===== config.mk =====
export PLATFORM = sky130hd
export DESIGN_NAME = reg_bank_flat
export DESIGN_NICKNAME = d
export VERILOG_FILES = /design/src/rtl/reg_bank_if.sv /design/src/rtl/reg_bank.sv /design/src/flat_wrapper.sv
export SDC_FILE = /design/constraint.sdc
export NUM_CORES = 2
export LEC_CHECK = 0
export CAP_MARGIN = 20
export CORE_MARGIN = 3
export CORE_UTILIZATION = 49
export CTS_CLUSTER_SIZE = 14
export DETAILED_ROUTE_END_ITERATION = 10
export GPL_TIMING_DRIVEN = 0
export PLACE_DENSITY = 0.65
export SLEW_MARGIN = 20
export SYNTH_ARGS = -nofsm -noshare
export SYNTH_HDL_FRONTEND = slang
export SYNTH_SLANG_ARGS = --single-unit

===== constraint.sdc =====
create_clock -name clk -period 40.4 [get_ports clk]
set_input_delay 8.08 -clock clk [delete_from_list [all_inputs] [get_ports clk]]
set_output_delay 8.08 -clock clk [all_outputs]
set_load 0.05 [all_outputs]

===== src/rtl/reg_bank_if.sv =====
// Register-file access bus: two combinational read ports and one write port.
// master = decode/write-back side, slave = the register bank.
interface reg_bank_if #(
    parameter int unsigned DATA_WIDTH = 32,
    parameter int unsigned ADDR_WIDTH = 5
);
    logic [ADDR_WIDTH-1:0] ra1;
    logic [ADDR_WIDTH-1:0] ra2;
    logic [DATA_WIDTH-1:0] rd1;
    logic [DATA_WIDTH-1:0] rd2;
    logic                  we;
    logic [ADDR_WIDTH-1:0] wa;
    logic [DATA_WIDTH-1:0] wd;

    modport master (
        output ra1, ra2, we, wa, wd,
        input  rd1, rd2
    );

    modport slave (
        input  ra1, ra2, we, wa, wd,
        output rd1, rd2
    );
endinterface


===== src/rtl/reg_bank.sv =====
// MIPS GPR file: 2**ADDR_WIDTH x DATA_WIDTH, entry 0 reads as zero, async active-high clear.
// Optional write-through bypass on the read ports: define REGFILE_BYPASS_EN.
module reg_bank #(
    parameter int unsigned DATA_WIDTH = 32,
    parameter int unsigned ADDR_WIDTH = 5
) (
    input  logic       clk,
    input  logic       rst,
    reg_bank_if.slave  bus
);
    localparam int unsigned DEPTH = 2 ** ADDR_WIDTH;

    logic [DATA_WIDTH-1:0] mem [DEPTH];
    logic                  wr_en;

    // Writes to $zero are dropped here, so entry 0 stays cleared after reset.
    assign wr_en = bus.we && (bus.wa != '0);

    always_ff @(posedge clk or posedge rst) begin
        if (rst) begin
            for (int i = 0; i < int'(DEPTH); i++) begin
                mem[i] <= '0;
            end
        end else if (wr_en) begin
            mem[bus.wa] <= bus.wd;
        end
    end

    // Read port 1; reset forces zero even if a bypass would otherwise apply.
    always_comb begin
        bus.rd1 = '0;
        if (!rst && (bus.ra1 != '0)) begin
            bus.rd1 = mem[bus.ra1];
`ifdef REGFILE_BYPASS_EN
            if (wr_en && (bus.wa == bus.ra1)) begin
                bus.rd1 = bus.wd;
            end
`endif
        end
    end

    // Read port 2, identical to port 1.
    always_comb begin
        bus.rd2 = '0;
        if (!rst && (bus.ra2 != '0)) begin
            bus.rd2 = mem[bus.ra2];
`ifdef REGFILE_BYPASS_EN
            if (wr_en && (bus.wa == bus.ra2)) begin
                bus.rd2 = bus.wd;
            end
`endif
        end
    end
endmodule


===== src/flat_wrapper.sv =====
// flat-port wrapper written by rule: the top's interface ports become plain ports
module reg_bank_flat 
#(
    parameter int unsigned DATA_WIDTH = 32,
    parameter int unsigned ADDR_WIDTH = 5
)
  (clk, rst, bus_ra1, bus_ra2, bus_we, bus_wa, bus_wd, bus_rd1, bus_rd2);
  reg_bank_if #(.DATA_WIDTH(DATA_WIDTH), .ADDR_WIDTH(ADDR_WIDTH)) bus_i ();
  input  logic clk;
  input  logic rst;
  input wire logic [$bits(bus_i.ra1)-1:0] bus_ra1;
  input wire logic [$bits(bus_i.ra2)-1:0] bus_ra2;
  input wire logic [$bits(bus_i.we)-1:0] bus_we;
  input wire logic [$bits(bus_i.wa)-1:0] bus_wa;
  input wire logic [$bits(bus_i.wd)-1:0] bus_wd;
  output wire logic [$bits(bus_i.rd1)-1:0] bus_rd1;
  output wire logic [$bits(bus_i.rd2)-1:0] bus_rd2;
  assign bus_i.ra1 = bus_ra1;
  assign bus_i.ra2 = bus_ra2;
  assign bus_i.we = bus_we;
  assign bus_i.wa = bus_wa;
  assign bus_i.wd = bus_wd;
  assign bus_rd1 = bus_i.rd1;
  assign bus_rd2 = bus_i.rd2;
  reg_bank #(.DATA_WIDTH(DATA_WIDTH), .ADDR_WIDTH(ADDR_WIDTH)) u_core (.clk(clk), .rst(rst), .bus(bus_i));
endmodule

# After elaboration in Yosys (flattened, before gate mapping)
# Cells that the tools add are included.
# word_totals
regBits	1024
n_memories	0
ram_bits	0
output_inout_bits	64
latchBits	0
mem_bits_ro	0
inputBits	50
word_cells	58
# classes
n_lt_le_gt_ge	4
n_reduce_logical	8
shift	0
mux	11
add_sub_neg	0
n_eq_ne	0
n_mul	0
n_div	0
bitwise	3
# ops
cell	n
$bwmux W1024	1
$bmux W32 S5	2
$mux W32	7
$demux W32 S5	1
$ge A6 B6 Y1 const B	3
$not A5 Y6	3
$reduce_bool A5 Y1	3
$lt A6 B1 Y1 const B	1
$logic_and A1 B1 Y1	4
$logic_not A1 Y1	1

# Depth between registers and ports, before layout
# logic_depth
word_depth	6
depth_mapped	8
mapped_depth_nobuf	4

# Worst setup path after synthesis
# No wires, ideal clock.
# synth_path
path_kind	input-to-output
start	in bus_ra1[1]
end	out bus_rd1[14]
n_path_buf	4
arrival_time_ps	9944
setup_slack_ps	22376
stages	7
t_required_ps	32320
path_cell_list	buf_2 buf_4 buf_2 clkbuf_1 mux4_2 a22oi_1 nand4_1
# synth_via
elab_chain_len	5
elab_cells_between_ends	7
classes_between	mux (4); bitwise (1); reduce/logical (2)
# synth_lines
item	line_no	rtl
start: declaration	flat_wrapper.sv:11	input wire logic [$bits(bus_i.ra1)-1:0] bus_ra1;
$not A5 Y6 (not written as such)	reg_bank.sv:33	bus.rd1 = mem[bus.ra1];
$bmux W32 S5	reg_bank.sv:33	
$mux W32 (not written as such) (2 in a row)	reg_bank.sv:33	
$mux W32 (*)	reg_bank.sv:32	if (!rst && (bus.ra1 != '0)) begin
end: declaration	flat_wrapper.sv:16	output wire logic [$bits(bus_i.rd1)-1:0] bus_rd1;
# Every way passes the cells marked *; elsewhere a longest branch is shown, timed or not. The select of a mux whose other input is x is not followed.

# Worst setup path in the final report
# layout_path
start	in rst
end	out bus_rd2[28]
# layout_via
elab_chain_len	3
# layout_lines
item	line_no	rtl
start: declaration	flat_wrapper.sv:10	input logic rst;
$logic_not A1 Y1 (no source line)	n/a	
$logic_and A1 B1 Y1	reg_bank.sv:45	if (!rst && (bus.ra2 != '0)) begin
$mux W32	reg_bank.sv:45	
end: declaration	flat_wrapper.sv:17	output wire logic [$bits(bus_i.rd2)-1:0] bus_rd2;
# No other way between the ends.

==> tab_implementation.tex <==
\begin{tabular}{lr}
\hline
Metric & Value \\
\hline
\multicolumn{2}{l}{\textbf{Yosys}} \\
Register area share after synthesis & 0.469 \\
Fraction of synthesized cell area taken by the top area cell type & 0.469 \\
Netlist area before placement & 0.0546 mm\^{}2 \\
Number of instances in the synthesized netlist & 4064 \\
Count of distinct cell types in the synthesized netlist & 43 \\
Number of synthesized register bits & 1024 \\
Main area contributors after synthesis & sky130\_fd\_sc\_hd\_\_dfrtp\_1 47\%, sky130\_fd\_sc\_hd\_\_mux2\_2 24\%, sky130\_fd\_sc\_hd\_\_mux4\_2 9.7\%, sky130\_fd\_sc\_hd\_\_mux2i\_1 5.3\%, sky130\_fd\_sc\_hd\_\_a22oi\_1 2.6\% \\
Leading area contributor after synthesis & sky130\_fd\_sc\_hd\_\_dfrtp\_1 \\
Yosys warns & 0 \\
Post-Syn Area per Cell & 13.4 um\^{}2 \\
Synthesized Nets & 4114 \\
\multicolumn{2}{l}{\textbf{Route}} \\
Avg Vias per Cell & 6.85 \\
Detailed-route DRC error count & 0 \\
Aggregate routed wire length & 214000 um \\
Drt initial violations & 5570 \\
TritonRoute pass-1 iters & 7 \\
DR WL/cell & 36.3 um \\
Routed Antenna Nets & 0 \\
Via count & 40300 \\
\multicolumn{2}{l}{\textbf{STA}} \\
Final Critical Period & 21.40 ns \\
Total of endpoints with negative setup slack in the final report & 0 \\
Number of pins with negative max-slew slack in the final report & 0 \\
Final clock period utilization by the worst path & 0.530 \\
Max-slew headroom & 0.111 \\
Clock skew & 0 ns \\
Achievable Freq & 46.7 MHz \\
Fin worst setup slack & 19.00 ns \\
Tightest Pin Transition & 1.33 ns \\
Fin. Hold Viols & 0 \\
RSZ-0062 raised after global routing & no \\
\multicolumn{2}{l}{\textbf{Pwr}} \\
Leakage power of the design & 27.1 nW \\
Power density over the cells & 50.1 mW/mm\^{}2 \\
Worst IR Drop VDD & 33.2 uV \\
\multicolumn{2}{l}{\textbf{GRT}} \\
GR Util All Layers & 0.364 \\
Pin count of the biggest net entering global routing & 106 \\
Wire length of the first global-routing pass & 298000 um \\
Via count of the first global-routing pass & 39500 \\
Overflow after GRT & 0 \\
Number of antenna violations at the first check in global routing & 23 \\
\multicolumn{2}{l}{\textbf{Clock tree}} \\
TritonCTS clock tree & done \\
Postcts setup bufs & 0 \\
CTS sink cnt & 1024 \\
Register clock-pin slew on the reported worst setup and hold paths & 0.05 ns \\
Number of H-tree levels & 3 \\
Clk Tree Root Cell & sky130\_fd\_sc\_hd\_\_clkbuf\_16 \\
Skew-Pair Late Insertion Delay & 0.70 ns \\
Number of clock buffers inserted by TritonCTS & 114 \\
Number of cells upsized or downsized after cts & 0 \\
Hold-fix buffers at CTS & 0 \\
Maximum number of buffers from clock root to sink & 3 \\
\multicolumn{2}{l}{\textbf{Floorplan}} \\
Die ar. & 0.116 mm\^{}2 \\
Effective utilization at floorplan & 0.498 \\
Vertical die dimension & 340 um \\
Top Ports & 114 \\
Horizontal die dimension & 340 um \\
Count of standard-cell rows & 121 \\
Floorplan core area & 0.110 mm\^{}2 \\
\multicolumn{2}{l}{\textbf{Setup path}} \\
Setup slack of the most critical reg-to-reg path & 39.56 ns \\
Capturing element type of the critical path & output pin \\
Reg-to-reg startpoint & u\_core.mem[896]\$\_DFFE\_PP0P\_ \\
Worst flop-to-flop path endpoint & u\_core.mem[896]\$\_DFFE\_PP0P\_ \\
Cells on worst reg2reg path & 1 \\
Critical Path Fanout Max & 10 \\
Worst EP arrival & 13.32 ns \\
Kind of launch point of the worst setup path & input pin \\
Required time of the worst setup path & 32.32 ns \\
Crit Path Class & in -> out \\
\multicolumn{2}{l}{\textbf{Min path}} \\
Number of cells on the worst hold path & 1 \\
End point of the most critical hold path & u\_core.mem[1012]\$\_DFFE\_PP0P\_ \\
Min-Delay Startpoint & u\_core.mem[1012]\$\_DFFE\_PP0P\_ \\
Class of the tightest hold or removal check & reg -> reg \\
\multicolumn{2}{l}{\textbf{Placed design}} \\
Placed instance count & 5663 \\
Final weighted congestion in routability-driven placement & 1.00 \\
Number of input and output port buffers inserted & 109 \\
Setup WS pre-CTS & 19.40 ns \\
Post-detailed-placement half-perimeter wirelength & 148000 um \\
\multicolumn{2}{l}{\textbf{Layout}} \\
Core Util, Final & 0.564 \\
Layout Area Growth over Synthesis & 13.4\% \\
Count of fill cells added during filler insertion & 9171 \\
Register with the most flip-flops & u\_core.mem \\
Number of flip-flops under the largest register name & 1024 \\
Final-stage net count & 4353 \\
Most frequent standard cell in the layout excluding fill and tap cells & sky130\_fd\_sc\_hd\_\_mux2\_2 \\
Commonest cells after routing, fill and taps aside & 1177 x sky130\_fd\_sc\_hd\_\_mux2\_2, 1024 x sky130\_fd\_sc\_hd\_\_dfrtp\_1, 292 x sky130\_fd\_sc\_hd\_\_mux2i\_1, 240 x sky130\_fd\_sc\_hd\_\_clkbuf\_1, 236 x sky130\_fd\_sc\_hd\_\_mux4\_2 \\
Regs by FF count & u\_core.mem: 1024 flops \\
Layout cell share with drive strength beyond 1 & 0.411 \\
Post-Layout Cell Count & 5879 \\
\multicolumn{2}{l}{\textbf{Run}} \\
Max-cap violations & 0 \\
\multicolumn{2}{l}{\textbf{Status}} \\
Result of the run & finished clean \\
\hline
\end{tabular}
==> per-layer routing <==
layer,vias to the layer above,global-route usage,part of all wire
li1,15900,-,-
met3,663,0.150,0.14
met1,21000,0.483,0.39
met4,10,0.174,0.055
met5,-,0.00208,0.00032
met2,2684,0.515,0.42
==> where the power goes <==
part,internal (mW),leakage [nW],switching (mW)
combinational,0.333,12.1,0.293
sequential,1.22,13.1,0.146
clock,0.663,1.94,0.446
total,2.22,27.1,0.884
==> worst max path at each step <==
stage / cells past startpoint / to / startpoint
finish: 8 / bus_rd2[28] / rst
global route: 8 / bus_rd2[28] / rst
CTS: 8 / bus_rd2[28] / rst
detailed placement: 8 / bus_rd2[28] / rst
global placement: 3 / u_core.mem[847]$_DFFE_PP0P_ / rst
floorplan: 2 / u_core.mem[0]$_DFFE_PP0P_ / rst
==> critical path, cell delays in order <==
cell and delay [ns]:
sky130_fd_sc_hd__clkdlybuf4s50_1 0.57, sky130_fd_sc_hd__buf_2 0.32, sky130_fd_sc_hd__nor3_1 0.84, sky130_fd_sc_hd__nor3b_1 1.10, sky130_fd_sc_hd__clkbuf_1 0.76, sky130_fd_sc_hd__a22oi_1 0.33
sky130_fd_sc_hd__nand4_1 0.41, sky130_fd_sc_hd__clkdlybuf4s50_1 0.88
==> through the flow <==
step                total power, mW  TNS [ns]  cell area, um^2  hold slack, ns
global route                   3.21         0            61900           0.501
CTS                            3.09         0            61900           0.481
detailed placement             1.99         0            58000           0.466
floorplan                      1.80         0            54600           0.441
finish                         3.10         0            61900           0.473
global placement               1.97  -9819.93            57600           0.454
==> kinds of logic (layout without fill, tap and decap cells) <==
logic type	after synthesis	count (layout)	synth area share
muxes	1716	1716	0.396
other	0	8	0
and+or+nand+nor	416	416	0.0434
AOI/OAI and AO/OA	461	461	0.0565
DFF	1024	1024	0.469
buffers and inverters	447	778	0.0357
==> cell usage after synthesis (all sizes together) <==
master     n
clkbuf   229
nand2     52
o31a       2
or4        1
nand3     76
nor2b     69
o221ai     1
a31oi      1
and2       6
inv        1
mux2i    292
buf      217
a211oi    65
or3       61
a21oi     62
mux2    1188
a22oi    188
and3      32
o21ba      2
a32oi     10
nor3b      9
or2        3
nor4b      2
mux4     236
nor3       6
nand3b     5
nand2b     4
or3b       2
o21ai     64
and3b      2
a22o       1
o22ai     65
nor2      23
nand4     63
dfrtp   1024
==> layout make-up <==
cell class	count	area, um^2	share of cell area
antenna	8	20.0	0.000323
buffer	446	1970	0.0317
clock buffer	159	3260	0.0527
clock inverter	49	677	0.0109
inverter	1	11.3	0.000182
multi-input combinational	2593	27100	0.438
sequential	1024	25600	0.414
tap	1476	1850	0.0298
timing repair buffer	123	1430	0.0231
(Power assumes the default switching activity.)
